### src/rtl/reg_file_pkg.sv
// Shared constants and helpers for the two-read, one-write register file.
package reg_file_pkg;

  localparam int DEFAULT_WIDTH = 32;
  localparam int DEFAULT_DEPTH = 8;

  localparam int WR_COUNT_W = 8;

  typedef logic [WR_COUNT_W-1:0] wr_count_t;

  localparam wr_count_t WR_COUNT_MAX = 8'd255;

  // The write counter stops at its maximum so software can tell it has overflowed.
  function automatic wr_count_t wr_count_next(input wr_count_t count);
    wr_count_t next_count;
    next_count = count;
    if (count != WR_COUNT_MAX) begin
      next_count = count + 1'b1;
    end
    return next_count;
  endfunction

endpackage

### src/rtl/reg_read_mux.sv
// Combinational DEPTH:1 read selector over a flattened register array.
// An address at or beyond DEPTH selects nothing and yields zero, so DEPTH
// does not need to be a power of two.
module reg_read_mux
  import reg_file_pkg::*;
#(
  parameter int WIDTH = DEFAULT_WIDTH,
  parameter int DEPTH = DEFAULT_DEPTH,
  localparam int AW = $clog2(DEPTH)
) (
  input  logic [DEPTH*WIDTH-1:0] i_regs,
  input  logic [AW-1:0]          i_addr,
  output logic [WIDTH-1:0]       o_data
);

  // Pick the register whose index matches the address; no match leaves zero.
  always_comb begin
    o_data = '0;
    for (int i = 0; i < DEPTH; i++) begin
      if (i_addr == AW'(i)) begin
        o_data = i_regs[i*WIDTH +: WIDTH];
      end
    end
  end

endmodule

### src/rtl/reg_file_2r1w.sv
// Parametrised register file with one synchronous write port and two
// registered read ports. Reads see a same-edge write through a bypass,
// register 0 can be hardwired to zero, and out-of-range addresses are
// ignored on write and read back as zero.
module reg_file_2r1w
  import reg_file_pkg::*;
#(
  parameter int WIDTH    = DEFAULT_WIDTH,
  parameter int DEPTH    = DEFAULT_DEPTH,
  parameter int ZERO_REG = 1,
  localparam int AW = $clog2(DEPTH)
) (
  input  logic                  i_clk,
  input  logic                  i_reset,
  input  logic                  i_wr_en,
  input  logic [AW-1:0]         i_wr_addr,
  input  logic [WIDTH-1:0]      i_wr_data,
  input  logic [AW-1:0]         i_rd_addr_a,
  input  logic [AW-1:0]         i_rd_addr_b,
  output logic [WIDTH-1:0]      o_rd_data_a,
  output logic [WIDTH-1:0]      o_rd_data_b,
  output logic [WR_COUNT_W-1:0] o_wr_count
);

  localparam logic [AW:0] DEPTH_LIMIT = (AW+1)'(DEPTH);
  localparam bit HAS_ZERO_REG = (ZERO_REG != 0);

  logic [WIDTH-1:0]       r_mem [DEPTH];
  logic [DEPTH*WIDTH-1:0] w_flat;
  logic [WIDTH-1:0]       r_rd_data_a;
  logic [WIDTH-1:0]       r_rd_data_b;
  wr_count_t              r_wr_count;

  logic                   w_wr_in_range;
  logic                   w_wr_to_zero;
  logic                   w_wr_accept;
  logic [WIDTH-1:0]       w_mux_a;
  logic [WIDTH-1:0]       w_mux_b;
  logic [WIDTH-1:0]       w_next_a;
  logic [WIDTH-1:0]       w_next_b;

  for (genvar g = 0; g < DEPTH; g++) begin : g_flatten
    assign w_flat[g*WIDTH +: WIDTH] = r_mem[g];
  end

  assign w_wr_in_range = ({1'b0, i_wr_addr} < DEPTH_LIMIT);
  assign w_wr_to_zero  = HAS_ZERO_REG && (i_wr_addr == '0);
  assign w_wr_accept   = i_wr_en && w_wr_in_range && !w_wr_to_zero;

  reg_read_mux #(
    .WIDTH (WIDTH),
    .DEPTH (DEPTH)
  ) u_mux_a (
    .i_regs (w_flat),
    .i_addr (i_rd_addr_a),
    .o_data (w_mux_a)
  );

  reg_read_mux #(
    .WIDTH (WIDTH),
    .DEPTH (DEPTH)
  ) u_mux_b (
    .i_regs (w_flat),
    .i_addr (i_rd_addr_b),
    .o_data (w_mux_b)
  );

  // Storage: clear everything on reset, otherwise commit an accepted write.
  always_ff @(posedge i_clk) begin
    if (i_reset) begin
      for (int i = 0; i < DEPTH; i++) begin
        r_mem[i] <= '0;
      end
    end else begin
      for (int i = 0; i < DEPTH; i++) begin
        if (w_wr_accept && (i_wr_addr == AW'(i))) begin
          r_mem[i] <= i_wr_data;
        end
      end
    end
  end

  // Next read values: zero register wins, then bypass of this edge's write, then storage.
  always_comb begin
    w_next_a = w_mux_a;
    if (HAS_ZERO_REG && (i_rd_addr_a == '0)) begin
      w_next_a = '0;
    end else if (w_wr_accept && (i_wr_addr == i_rd_addr_a)) begin
      w_next_a = i_wr_data;
    end

    w_next_b = w_mux_b;
    if (HAS_ZERO_REG && (i_rd_addr_b == '0)) begin
      w_next_b = '0;
    end else if (w_wr_accept && (i_wr_addr == i_rd_addr_b)) begin
      w_next_b = i_wr_data;
    end
  end

  // Output registers for both read ports, refreshed every cycle.
  always_ff @(posedge i_clk) begin
    if (i_reset) begin
      r_rd_data_a <= '0;
      r_rd_data_b <= '0;
    end else begin
      r_rd_data_a <= w_next_a;
      r_rd_data_b <= w_next_b;
    end
  end

  // Count accepted writes, saturating at the counter maximum.
  always_ff @(posedge i_clk) begin
    if (i_reset) begin
      r_wr_count <= '0;
    end else if (w_wr_accept) begin
      r_wr_count <= wr_count_next(r_wr_count);
    end
  end

  assign o_rd_data_a = r_rd_data_a;
  assign o_rd_data_b = r_rd_data_b;
  assign o_wr_count  = r_wr_count;

endmodule

### config.mk
export PLATFORM = sky130hd
export DESIGN_NAME = reg_file_2r1w
export DESIGN_NICKNAME = d
export VERILOG_FILES = /design/src/rtl/reg_file_pkg.sv /design/src/rtl/reg_read_mux.sv /design/src/rtl/reg_file_2r1w.sv
export SDC_FILE = /design/constraint.sdc
export NUM_CORES = 1
export LEC_CHECK = 0
export ABC_AREA = 0
export BUFFER_PORTS_ARGS = -buffer_cell sky130_fd_sc_hd__buf_2
export CAP_MARGIN = 25
export CORE_MARGIN = 2
export CORE_UTILIZATION = 45
export CTS_CLUSTER_DIAMETER = 40
export DETAILED_ROUTE_END_ITERATION = 7
export PLACE_DENSITY = 0.6
export SLEW_MARGIN = 30
export SYNTH_ARGS = -nofsm -noshare
export SYNTH_HDL_FRONTEND = slang
export SYNTH_HIERARCHICAL = 1
export SYNTH_SLANG_ARGS = --single-unit
### constraint.sdc
create_clock -name i_clk -period 2.6 [get_ports i_clk]
set_clock_uncertainty 0.05 [all_clocks]
set_input_delay 0.26 -clock i_clk [delete_from_list [all_inputs] [get_ports i_clk]]
set_output_delay 0.26 -clock i_clk [all_outputs]
set_load 0.02 [all_outputs]
== Word-level counts from Yosys, hierarchy flattened ==
Memories as Yosys holds them, arrays and structs flattened.
Index checks and enable logic that the tools add are counted.
W data, S select, Z words.

* $add $sub $neg: 1
* Equal/unequal tests: 24
* Mux-type cells: 50
* Bitwise gates (word level): 8
* Reduce and logical (&&, ||, !) cells: 18

{| class="wikitable"
|+ Operators by type and width
! cell !! count
|-
| $mux W32 || 24
|-
| $eq A3 B3 Y1 const B || 12
|-
| $mux W1 || 26
|-
| $eq A3 B2 Y1 const B || 6
|-
| $logic_and A1 B1 Y1 || 11
|-
| $eq A3 B1 Y1 const B || 3
|-
| $logic_not A3 Y1 || 3
|-
| $add A8 B1 Y8 const B || 1
|-
| $ne A8 B8 Y1 const B || 1
|-
| $or A1 B1 Y1 || 8
|-
| $eq A3 B3 Y1 || 2
|-
| $reduce_or A2 Y1 || 2
|-
| $reduce_and A2 Y1 || 1
|-
| $logic_not A1 Y1 || 1
|}

* Register bits after elaboration: 72
* Memory bits (writable): 256
* Input bits: 44
* Output and inout bits: 72
* Logic and storage cells: 105
* Memories: 1

{| class="wikitable"
|+ Memories
! memory !! depth !! bits a word !! read ports !! clocked after memory_dff !! wr ports !! line !! source
|-
| r_mem || 8 || 32 || 7 || 0 || 8 || reg_file_2r1w.sv:28 || <nowiki>logic [WIDTH-1:0] r_mem [DEPTH];</nowiki>
|}

== Depth between registers and ports, before layout ==
* Word-level depth: 9
* Depth in mapped cells: 10
* Gate-level depth less buffers: 6

== By module ==
The synthesis kept the hierarchy.

{| class="wikitable"
|+ By module, submodules not included
! module !! times used !! cells an instance !! area each (µm²) !! seq. area each (µm²)
|-
| reg_file_2r1w || 1 || 858 || 11529.8 || 9128.8
|-
| reg_read_mux || 2 || 378 || 2626.3 || 0.0
|}

== Worst setup path before layout ==
OpenSTA, ideal clock, no wires.

* Path kind: input -> register
* Start point: input i_wr_addr[0]
* End point: memory r_mem[1][32] (netlist bit) (enable)
* Setup time: 0.394 ns
* Arrival time: 1.578 ns
* Data required time: 2.156 ns
* Path slack: 0.578 ns
* Cell stages on the path: 5
* Path buffers: 1
* Cell sequence: buf_2 -> inv_1 -> nor2_1 -> nand3_1 -> nand2b_1

{| class="wikitable"
|+ RTL lines
! item !! line !! source
|-
| from (decl) || reg_file_2r1w.sv:16 || <nowiki>input logic [AW-1:0] i_wr_addr,</nowiki>
|-
| to (decl) || reg_file_2r1w.sv:28 ||
|}

==> impl_metrics.toml <==
[die]
die_h_um = 197
start_util_pct = 45.7
die_x_um = 197
die_area_um2 = 38900
io-pin-count = 116
core_um2 = 36700
rows = 70

[clock_tree]
numCtsBuffers = 53
cts_tree = "done"
cts_sinks = 328
clockBufferDepth = 3
clk_pin_slew_ns = 0.06
cts_resized = 0
insertion_delay_ns = 0.59
clock_tree.root_cell = "clkbuf_16"
cts_setup_buffers = 0
cts_max_level = 2

[synth]
synth-seq-area-share_pct = 54.4
synth_area_um2 = 16800
yosysTopAreaCell = "edfxtp_1"
yosys_warnings = 6
netlist_instances = 1614
ys_top_cells_by_area = "edfxtp_1 46%, dfxtp_1 8.6%, mux2i_1 7.8%"
avgSynthCellArea_um2 = 10.4
synth_top_area_share_pct = 45.8
synth-seq-cells = 328
ys_types = 41

[hold_path]
min_path_cells = 5
hold_path.class = "in -> reg"
holdPathEnd = "o_wr_count[6]"
min_from = "i_wr_en"

[detailed_routing]
post_drt_wl_per_cell_um = 23.0
wirelength_mm = 52.4
drc = 0
vias_per_cell = 5.90
first_pass_iters = 5
ant_nets = 0
via_count = 13400
drt-initial-drc-count = 1445

[pwr]
power_density_nw_per_um2 = 786
max-vdd-ir-drop_mv = 0.530
p_leak_nw = 7.99

[timing]
grt_setup_unrepaired = "false"
finalHoldViolations = 0
fmax_mhz = 572
setup_tns_ns = 0
setup_viol = 0
tightest_slew_ns = 0.814
fin_crit_sh_pct = 67.3
final_max_slew_viol_count = 0
layout_min_cycle_time_ns = 1.75
setup_ws_ns = 0.851
slew_headroom_pct = 45.8

[critical_path]
crit_arrival_ns = 1.94
r2r_cells = 5
worstSetupPathType = "in -> reg"
crit_path_end_kind = "register"
r2r-end = "o_wr_count[1]"
start_kind = "input pin"
worstPathRequired_ns = 2.79
rr_startpoint = "o_wr_count[0]"
r2r_setup_slack_ns = 0.94
critPathMaxFanout = 19

[finish]
layout-drive-gt1-share_pct = 17.7
final_area_um2 = 20200
layout_commonest_cell = "nand2_1"
num_antenna_cells = 0
nets = 1810
postLayoutCoreUtil_pct = 55.1
layout_common_cells = "260 x nand2_1, 256 x edfxtp_1, 194 x nor2_1, 168 x a21oi_1, 130 x mux2i_1"
syn2layout_area_growth_pct = 20.5

[place]
placed_cell_area_um2 = 17900
gp_congestion = 0.820
place_ws_ns = 0.399
port_buffers = 115
dp_hpwl_mm = 29.3

[grt]
grt_pass1_wl_mm = 78.7
grt_overflow_total = 0
grt_pass1_vias = 13200
grt_usage_pct = 26.9
antenna_found_initial = 0
grt_max_degree = 76

[flow_run]
drv_cap = 0

[outcome]
status = "completed"
## how the worst max path moves through the flow
stage              startpoint         endpoint  slack (ns)  cells past startpoint
3_3_place_gp   i_rd_addr_b[1]  o_rd_data_b[29]        0.28                      7
6_report              i_reset     r_mem[1][75]        0.85                      5
5_1_grt         o_wr_count[0]    o_wr_count[1]        0.79                      5
2_1_floorplan    i_wr_addr[0]     r_mem[1][32]        0.58                      5
3_5_place_dp   i_rd_addr_a[2]  o_rd_data_a[16]        0.40                      9
4_1_cts               i_reset     r_mem[1][71]        0.88                      5
## what timing repair did
item,CTS,global route
hold endpoints to repair,65,0
hold buffers,33,0
endpoints found under the setup margin,0,0
## cell families (layout without fill, tap and decap cells)
kind of cell,Yosys count,in the layout,share of synthesized area (%)
xor+xnor,10,10,0.522
buf+inv,175,340,5.55
fa+ha+maj,1,1,0.0745
compound gates,395,395,16.9
mux,130,130,7.75
flops,328,328,54.4
simple gates,574,574,14.8
other cells,1,32,0.0223
## per-stage QoR
stage          cells  hold slack (ns)  power (mW)
2_1_floorplan   1645            0.346        7.63
3_3_place_gp    2142            0.474        8.25
3_5_place_dp    2145            0.475        8.29
4_1_cts         2278            0.185        16.0
5_1_grt         2278            0.233        16.4
6_report        2278            0.241        15.9
## worst max-delay path: stages
cell           delay [ns]
dlygate4sd3_1        0.52
buf_2                0.26
buf_4                0.33
a41o_1               0.16
buf_4                0.36
## metal layers
layer / up-vias / global-route usage [%] / part of all wire [%]
met1: 6604 / 36.0 / 42
met3: 104 / 4.52 / 7.9
met5: - / 0 / 0
met4: 0 / 10.1 / 2.8
met2: 635 / 43.9 / 47
li1: 6088 / - / -
## cell usage after synthesis, drive strengths merged
cell / number
and3: 2
clkbuf: 53
and2b: 2
or2: 54
mux2i: 130
a221oi: 52
edfxtp: 256
a21oi: 168
dfxtp: 72
o31ai: 1
buf: 88
nand4: 4
a31oi: 1
nor2b: 6
xor2: 3
o2111ai: 1
nor3: 4
o211ai: 26
and2: 2
o21ai: 38
o31a: 53
inv: 34
nand2: 260
nand3: 6
nand2b: 37
conb: 1
ha: 1
xnor2: 7
a211oi: 1
and4: 3
a22oi: 52
a41o: 2
nor2: 194
## state kept, by name, summed over array words and instances (netlist names)
name,count
o_rd_data_b,32
o_wr_count,8
o_rd_data_a,32
r_mem,256
## power by group
group / switching [mW] / internal [mW] / total [mW]
combinational: 1.24 / 0.710 / 1.95
clock: 2.66 / 4.97 / 7.63
sequential: 0.219 / 6.09 / 6.31
total: 4.11 / 11.8 / 15.9
## final cells by class
| type | instances | area, µm² |
|---|---|---|
| inverters | 34 | 128 |
| repair buffers | 206 | 1570 |
| multi-input cells | 1142 | 6860 |
| fillers | 3181 | 16500 |
| clock inverters | 37 | 505 |
| clock buffers | 63 | 1440 |
| well taps | 468 | 586 |
| flip-flops and latches | 328 | 9130 |
Power figures use the tool's default switching activity.
